## config.mk

```make
export PLATFORM = sky130hd
export DESIGN_NAME = ds_feeder
export DESIGN_NICKNAME = d
export VERILOG_FILES = /design/src/rtl/ds_pkg.sv /design/src/rtl/ds_fifo.sv /design/src/rtl/ds_feeder.sv
export SDC_FILE = /design/constraint.sdc
export NUM_CORES = 1
export LEC_CHECK = 0
export CAP_MARGIN = 20
export CORE_AREA = 2 2 155 157
export DETAILED_ROUTE_END_ITERATION = 10
export DIE_AREA = 0 0 157 159
export HOLD_SLACK_MARGIN = 0.08
export PLACE_DENSITY_LB_ADDON = 0.12
export SLEW_MARGIN = 15
export SYNTH_ARGS = -nofsm -noshare
export SYNTH_HDL_FRONTEND = slang
export SYNTH_SLANG_ARGS = --single-unit
```

## constraint.sdc

```tcl
create_clock -name clk -period 6.8 [get_ports clk]
set_input_delay 2.04 -clock clk [delete_from_list [all_inputs] [get_ports clk]]
set_output_delay 2.04 -clock clk [all_outputs]
set_load 0.05 [all_outputs]
```

## src/rtl/ds_pkg.sv

```systemverilog
// Shared types and constants for the delta-sigma DAC feeder.
// Latency: n/a (declarations only).
// Backpressure: n/a.
package ds_pkg;

    localparam int SAMPLE_W = 16;

    // Word written to the modulator when it starves and muting is built in.
    localparam logic [SAMPLE_W-1:0] MUTE_WORD = 16'h0000;

    typedef enum logic {
        FEED_IDLE = 1'b0,
        FEED_WAIT = 1'b1
    } feed_state_t;

endpackage

```

## src/rtl/ds_fifo.sv

```systemverilog
// Small first-word-fall-through FIFO holding audio words for the modulator feeder.
// Latency: a pushed word is visible on o_head one clock after the push edge.
// Backpressure: pushes while full are dropped and flagged on o_drop; pops while empty are ignored.
module ds_fifo
    import ds_pkg::*;
#(
    parameter int AW = 3,
    parameter int W  = SAMPLE_W
) (
    input  logic          clk,
    input  logic          reset,
    input  logic          i_push,
    input  logic [W-1:0]  i_din,
    input  logic          i_pop,
    output logic [W-1:0]  o_head,
    output logic          o_full,
    output logic          o_empty,
    output logic          o_drop,
    output logic [AW:0]   o_level
);

    localparam logic [AW:0] DEPTH = {1'b1, {AW{1'b0}}};

    logic [W-1:0]  r_mem [2**AW];
    logic [AW-1:0] r_wr_ptr;
    logic [AW-1:0] r_rd_ptr;
    logic [AW:0]   r_level;

    logic          w_full;
    logic          w_empty;
    logic          w_push_ok;
    logic          w_pop_ok;

    // Full is judged before any same-cycle pop, so a write into a full FIFO is always lost.
    assign w_full    = (r_level == DEPTH);
    assign w_empty   = (r_level == '0);
    assign w_push_ok = i_push && !w_full;
    assign w_pop_ok  = i_pop && !w_empty;

    assign o_head  = r_mem[r_rd_ptr];
    assign o_full  = w_full;
    assign o_empty = w_empty;
    assign o_drop  = i_push && w_full;
    assign o_level = r_level;

    // Storage array carries no reset; contents are qualified by the level count.
    always_ff @(posedge clk) begin
        if (w_push_ok) begin
            r_mem[r_wr_ptr] <= i_din;
        end
    end

    // Pointers wrap naturally at 2**AW; level moves by at most one per clock.
    always_ff @(posedge clk or posedge reset) begin
        if (reset) begin
            r_wr_ptr <= '0;
            r_rd_ptr <= '0;
            r_level  <= '0;
        end else begin
            if (w_push_ok) begin
                r_wr_ptr <= r_wr_ptr + 1'b1;
            end
            if (w_pop_ok) begin
                r_rd_ptr <= r_rd_ptr + 1'b1;
            end
            case ({w_push_ok, w_pop_ok})
                2'b10:   r_level <= r_level + 1'b1;
                2'b01:   r_level <= r_level - 1'b1;
                default: r_level <= r_level;
            endcase
        end
    end

endmodule

```

## src/rtl/ds_feeder.sv

```systemverilog
// Feeds buffered host audio words to the delta-sigma modulator and generates its sample strobe.
// Latency: push into empty FIFO with ds_ready high gives wd two clocks later; at most one wd per 2 clocks.
// Backpressure: holds words while ds_ready is low; host writes while full are dropped (sticky overflow).
// Build option DS_FEEDER_MUTE_EN: write silence (and set sticky underrun) when the modulator starves.
module ds_feeder
    import ds_pkg::*;
#(
    parameter int AW    = 3,
    parameter int DIV_W = 16
) (
    input  logic                clk,
    input  logic                reset,
    input  logic                wr,
    input  logic [SAMPLE_W-1:0] din,
    input  logic [DIV_W-1:0]    div,
    input  logic                clr,
    input  logic                ds_ready,
    output logic [SAMPLE_W-1:0] d,
    output logic                wd,
    output logic                sample,
    output logic                full,
    output logic                empty,
    output logic [AW:0]         level,
    output logic                overflow
`ifdef DS_FEEDER_MUTE_EN
    ,
    output logic                underrun
`endif
);

    logic [DIV_W-1:0]    r_cnt;
    logic                r_sample;

    feed_state_t         r_state;
    feed_state_t         w_state_nxt;
    logic [SAMPLE_W-1:0] r_d;
    logic [SAMPLE_W-1:0] w_d_nxt;
    logic                r_wd;
    logic                w_wd_nxt;
    logic                w_pop;
    logic                r_overflow;

    logic [SAMPLE_W-1:0] w_head;
    logic                w_full;
    logic                w_empty;
    logic                w_drop;
    logic [AW:0]         w_level;

`ifdef DS_FEEDER_MUTE_EN
    logic                r_underrun;
    logic                w_under_set;
`endif

    ds_fifo #(
        .AW (AW),
        .W  (SAMPLE_W)
    ) u_fifo (
        .clk     (clk),
        .reset   (reset),
        .i_push  (wr),
        .i_din   (din),
        .i_pop   (w_pop),
        .o_head  (w_head),
        .o_full  (w_full),
        .o_empty (w_empty),
        .o_drop  (w_drop),
        .o_level (w_level)
    );

    // Sample-rate divider: strobe on reload; a new div value is only picked up at reload.
    always_ff @(posedge clk or posedge reset) begin
        if (reset) begin
            r_cnt    <= '0;
            r_sample <= 1'b0;
        end else if (r_cnt == '0) begin
            r_cnt    <= div;
            r_sample <= 1'b1;
        end else begin
            r_cnt    <= r_cnt - 1'b1;
            r_sample <= 1'b0;
        end
    end

    // Hand-off next-state logic; WAIT gives the modulator one edge to drop ready after wd.
    always_comb begin
        w_state_nxt = r_state;
        w_d_nxt     = r_d;
        w_wd_nxt    = 1'b0;
        w_pop       = 1'b0;
`ifdef DS_FEEDER_MUTE_EN
        w_under_set = 1'b0;
`endif
        case (r_state)
            FEED_IDLE: begin
                if (ds_ready && !w_empty) begin
                    w_d_nxt     = w_head;
                    w_wd_nxt    = 1'b1;
                    w_pop       = 1'b1;
                    w_state_nxt = FEED_WAIT;
                end
`ifdef DS_FEEDER_MUTE_EN
                else if (ds_ready) begin
                    w_d_nxt     = MUTE_WORD;
                    w_wd_nxt    = 1'b1;
                    w_under_set = 1'b1;
                    w_state_nxt = FEED_WAIT;
                end
`endif
            end
            FEED_WAIT: begin
                w_state_nxt = FEED_IDLE;
            end
            default: begin
                w_state_nxt = FEED_IDLE;
            end
        endcase
    end

    // Hand-off state and registered modulator interface; d holds between strobes.
    always_ff @(posedge clk or posedge reset) begin
        if (reset) begin
            r_state <= FEED_IDLE;
            r_d     <= '0;
            r_wd    <= 1'b0;
        end else begin
            r_state <= w_state_nxt;
            r_d     <= w_d_nxt;
            r_wd    <= w_wd_nxt;
        end
    end

    // Sticky overflow; a new drop in the same cycle as clr keeps the flag set.
    always_ff @(posedge clk or posedge reset) begin
        if (reset) begin
            r_overflow <= 1'b0;
        end else if (w_drop) begin
            r_overflow <= 1'b1;
        end else if (clr) begin
            r_overflow <= 1'b0;
        end
    end

`ifdef DS_FEEDER_MUTE_EN
    // Sticky underrun, set on every mute write; set wins over clr.
    always_ff @(posedge clk or posedge reset) begin
        if (reset) begin
            r_underrun <= 1'b0;
        end else if (w_under_set) begin
            r_underrun <= 1'b1;
        end else if (clr) begin
            r_underrun <= 1'b0;
        end
    end

    assign underrun = r_underrun;
`endif

    assign d        = r_d;
    assign wd       = r_wd;
    assign sample   = r_sample;
    assign full     = w_full;
    assign empty    = w_empty;
    assign level    = w_level;
    assign overflow = r_overflow;

endmodule

```

# Word level (Yosys, flattened, before mapping)
# Memories as Yosys holds them, arrays and structs flattened. A register that Yosys moved wholly into a read port is not among the register bits.
# Cells that the tools add are included.
[classes] add_sub_neg=5 eq_ne=3 muxes=10 n_bitwise=1 reduce_logical=11
[ops] operator="16-bit logical NOT" count=1
[ops] operator="16-bit two-way mux" count=1
[ops] operator="16-bit by 1-bit subtractor with 16-bit output (second input constant)" count=1
[ops] operator="4-bit case mux with 2 select lines" count=1
[ops] operator="1-bit two-way mux" count=7
[ops] operator="3-bit by 1-bit adder with 3-bit output (second input constant)" count=2
[ops] operator="4-bit by 1-bit adder with 4-bit output (second input constant)" count=1
[ops] operator="4-bit == test (second input constant)" count=1
[ops] operator="1-bit logical AND" count=4
[ops] operator="4-bit logical NOT" count=1
[ops] operator="2-bit nonzero test" count=2
[ops] operator="4-bit by 1-bit subtractor with 4-bit output (second input constant)" count=1
[ops] operator="2-bit by 1-bit == test with 1-bit output (second input constant)" count=1
[ops] operator="2-bit == test (second input constant)" count=1
[ops] operator="1-bit logical NOT" count=2
[ops] operator="1-bit case mux with 2 select lines" count=1
[ops] operator="2-bit AND reduction" count=1
[ops] operator="1-bit NOT" count=1
[totals] register_bits=30 ramBits=128 input_bits=37 out_inout_bits=25 elab_cells=39 mem_count=1
[memory_table] name="u_fifo.r_mem" words=8 word_bits=16 read_ports=1 rd_ports_with_merged_regs=1 wr=1 line="ds_fifo.sv:24" source="logic [W-1:0] r_mem [2**AW];"

# Logic depth before layout (Yosys ltp)
[depth] depth_word=8 depth_mapped=9

# Cells and area by module
# Synthesis repeated with hierarchy kept, for this count alone.
[unflattened] cells_unflattened=396 area_unflattened_um2=7209.4
[modules_own_cells] mod="ds_fifo" n_inst=1 cells_each=255 area_per_inst_um2=5564.1 seq_area_each_um2=4093.9
[modules_own_cells] mod="ds_feeder" n_inst=1 cells_each=141 area_per_inst_um2=1645.3 seq_area_each_um2=875.8

# Worst setup path before layout
# OpenSTA, ideal clock, no wires.
[synth_timing] path_kind="flip-flop to output port" startpoint="reg u_fifo.r_level[0] (netlist: u_fifo.o_level[0])" endpoint="out full" arrival_ns=2.481 required_time_ns=4.760 slack_ns=2.279 stages_incl_launch_ff=2 n_path_buf=0 path_cell_list="dfrtp_1 nor4b_1"
[synth_between] elab_chain_len=1
[synth_rtl] item="start: declaration" line="ds_fifo.sv:27" source="logic [AW:0] r_level;"
[synth_rtl] item="start signal: assignment" line="ds_fifo.sv:67" source="2'b10: r_level <= r_level + 1'b1;"
[synth_rtl] item="start signal: assignment" line="ds_fifo.sv:68" source="2'b01: r_level <= r_level - 1'b1;"
[synth_rtl] item="start signal: assignment" line="ds_fifo.sv:69" source="default: r_level <= r_level;"
[synth_rtl] item="4-bit == test" line="ds_fifo.sv:35" source="assign w_full = (r_level == DEPTH);"
[synth_rtl] item="end: declaration" line="ds_feeder.sv:21" source="output logic full,"
# Every way passes these cells.

# Worst setup path in the final report
[layout_timing] startpoint="reg u_fifo.r_level[0] (netlist: u_fifo.o_level[0])" endpoint="out empty"
[layout_between] elab_chain_len=1
[layout_rtl] item="4-bit logical NOT" line="ds_fifo.sv:36" source="assign w_empty = (r_level == '0);"
[layout_rtl] item="end: declaration" line="ds_feeder.sv:22" source="output logic empty,"
# Every way passes these cells.

==> results.sh <==
export IMPL_status="finished clean"
export IMPL_fmax_mhz=217.9
export IMPL_start_util=0.2988
export IMPL_drive_above_1_share=0.1938
export IMPL_final_net_count=512
export IMPL_fin_crit_ps=4590
export IMPL_root_buffer="clkbuf_16"
export IMPL_finalCritPeriodShare=0.6749
export IMPL_worstHoldStart="d[8]"
export IMPL_io_pins=62
export IMPL_ir_worst_vdd_v=0.0002026
export IMPL_worstPathMaxFanout=6
export IMPL_finalSetupViolCount=0
export IMPL_p_sw_mw=1.273
export IMPL_startpoint_type="register"
export IMPL_yosys_cell_count_top_type="edfxtp_1"
export IMPL_max_slew_margin=0.3255
export IMPL_hold_buffers=0
export IMPL_synth_top_cell_area_share=0.5547
export IMPL_async_reset_ff_frac=0.2601
export IMPL_worstSkewPairLatency_ps=420
export IMPL_dp_hpwl_um=8463
export IMPL_ys_types=38
export IMPL_timing_final_max_slew_violations=0
export IMPL_r2r_start="u_fifo.o_level[0]"
export IMPL_cts_sinks=173
export IMPL_ys_warn_count=0
export IMPL_worstMarginPinSlew_ps=1003
export IMPL_hold_path_class="register to register"
export IMPL_synthCells=392
export IMPL_wirelength_um=14580
export IMPL_avgViaCountPerCell=4.539
export IMPL_num_vias=3627
export IMPL_postSynthAreaPerCell_um2=17.68
export IMPL_port_buffer_count=61
export IMPL_clk_path_buf_depth=2
export IMPL_drtIter0Drc=203
export IMPL_clk_pin_slew_ps=70
export IMPL_netlist_top_cells_area="edfxtp_1 55%, dfrtp_1 16%, mux4_2 10%"
export IMPL_critPathRequiredTime_ps=4760
export IMPL_grt_use_total=0.1236
export IMPL_synth_edff_count=128
export IMPL_wl_per_cell_um=18.25
export IMPL_die_w_um=157
export IMPL_fp_dieArea_um2=24960
export IMPL_grt_overflow=0
export IMPL_postCtsSetupBuffers=0
export IMPL_yosys_top_cells_count="128 x edfxtp_1, 45 x dfrtp_1, 32 x mux4_2"
export IMPL_rsz0062_at_grt="false"
export IMPL_synthFlopType="edfxtp_1"
export IMPL_max_cap_viol_count=0
export IMPL_hold_ws_ps=525.3
export IMPL_hold_violations=0
export IMPL_critPathLaunch="u_fifo.o_level[0]"
export IMPL_ys_ff_latch=173
export IMPL_swShare=0.3402
export IMPL_worst_ep_arrival_time_ps=2550
export IMPL_syn_nets=437
export IMPL_p_leak_nw=2.950
export IMPL_rows=56
export IMPL_diodes=0
export IMPL_dr_pass1_iters=4
export IMPL_skew_ps=11.51
export IMPL_grt_max_degree=46
export IMPL_clkPwrFrac=0.264
export IMPL_grt_pass1_vias=3877
export IMPL_dieHeight_um=159
export IMPL_p_per_area_nw_per_um2=436.5
export IMPL_core_um2=23190
export IMPL_r2r_slack_ps=4050
export IMPL_antenna_found_initial=0
export IMPL_criticalPathCategory="register to output pin"
export IMPL_drcViolationCount=0
export IMPL_ctsResizeCount=0
export IMPL_yosysSeqAreaShare=0.7172
export IMPL_p_int_mw=2.469
export IMPL_setup_tns_ps=0
export IMPL_ant_nets=0
export IMPL_netlist_area_um2=6929
export IMPL_cts_buffers=17
export IMPL_end_kind="output pin"
export IMPL_htree_levels=4
export IMPL_grt_first_pass_wirelength_um=22490
export IMPL_sequentialPowerShare=0.425
export IMPL_yosys_area_top_type="edfxtp_1"
export IMPL_area_delta_synth_final_pct=23.74
export IMPL_gp_congestion=0.7204
export IMPL_p_comb_frac=0.311
export IMPL_cts_tree="yes"
-- layout by cell type (no fill, tap or decap), types with 6 or more instances in the layout --
cell,n
a21oi_1,23
edfxtp_1,128
dfrtp_1,43
clkdlybuf4s50_1,61
mux2_2,6
buf_4,12
nand2_1,13
clkbuf_16,17
xnor2_1,14
mux2i_1,19
inv_1,8
ha_1,7
nor2_1,28
mux4_2,32
nor3_1,8
-- registers in the layout (all words and copies together), names as in the netlist --
name and cells:
overflow 1, u_fifo.r_rd_ptr 3, r_state 1, r_cnt 16, u_fifo.r_wr_ptr 3, u_fifo.r_mem 128
d 16, u_fifo.o_level 4, sample 1
-- critical path: stages, from the launching register on --
cell and delay (ps):
dfrtp_1 440, nor4_1 740, clkdlybuf4s50_1 950
-- power by group through the flow --
stage          Sequential [mW]  Combinational (mW)  Clock, mW
2_1_floorplan             1.71               0.690          0
3_3_place_gp              1.61                1.18          0
3_5_place_dp              1.62                1.19          0
4_1_cts                   1.60                1.20       1.02
5_1_grt                   1.63                1.27       1.06
6_report                  1.59                1.16      0.988
-- final cells by class --
class                      instances  area, µm²
fill                            2191      14620
sequential                       173       4972
multi-input combinational        193       1864
timing repair buffer              73      700.7
clock buffer                      19      452.9
tap                              319      399.1
clock inverter                    13      151.4
inverter                           9      33.78
-- logic make-up (layout without fill, tap and decap cells) --
family,Yosys count,after routing,share of synthesized area
AOI/OAI and AO/OA,34,34,0.02672
adders and majority gates,8,8,0.01553
xor gates and xnor gates,16,16,0.02022
muxes,59,59,0.1455
and+or+nand+nor,76,76,0.05869
DFF,173,173,0.7172
buffers and inverters,26,114,0.01607
-- per-layer routing --
layer	up-vias	global-route usage	part of all wire
met4	0	0.03253	0.0085
li1	1664	-	-
met2	59	0.2117	0.50
met1	1896	0.1520	0.45
met5	-	0	0
met3	8	0.03674	0.037
-- stage by stage --
step                      total power, mW  area [µm²]  utilization  setup slack, ps  instances
final                               3.743        8574       0.3697             2210        799
after global routing                3.958        8574       0.3697             2080        799
after CTS                           3.819        8574       0.3697             2156        799
after detailed placement            2.814        7970       0.3437             2512        767
after global placement              2.799        7970       0.3437             2563        767
after floorplan                     2.402        6929            -             2279        392
-- path summary, 6_finish.rpt --
path | to | cells after the start
max | empty | 2
min reg2reg | d[8] | 2
min in group asynchronous | u_fifo.o_level[0] | 3
max reg2reg | u_fifo.o_level[3] | 9
max in group asynchronous | u_fifo.r_rd_ptr[1] | 3
min | d[8] | 2
Power figures use the tool's default switching activity.
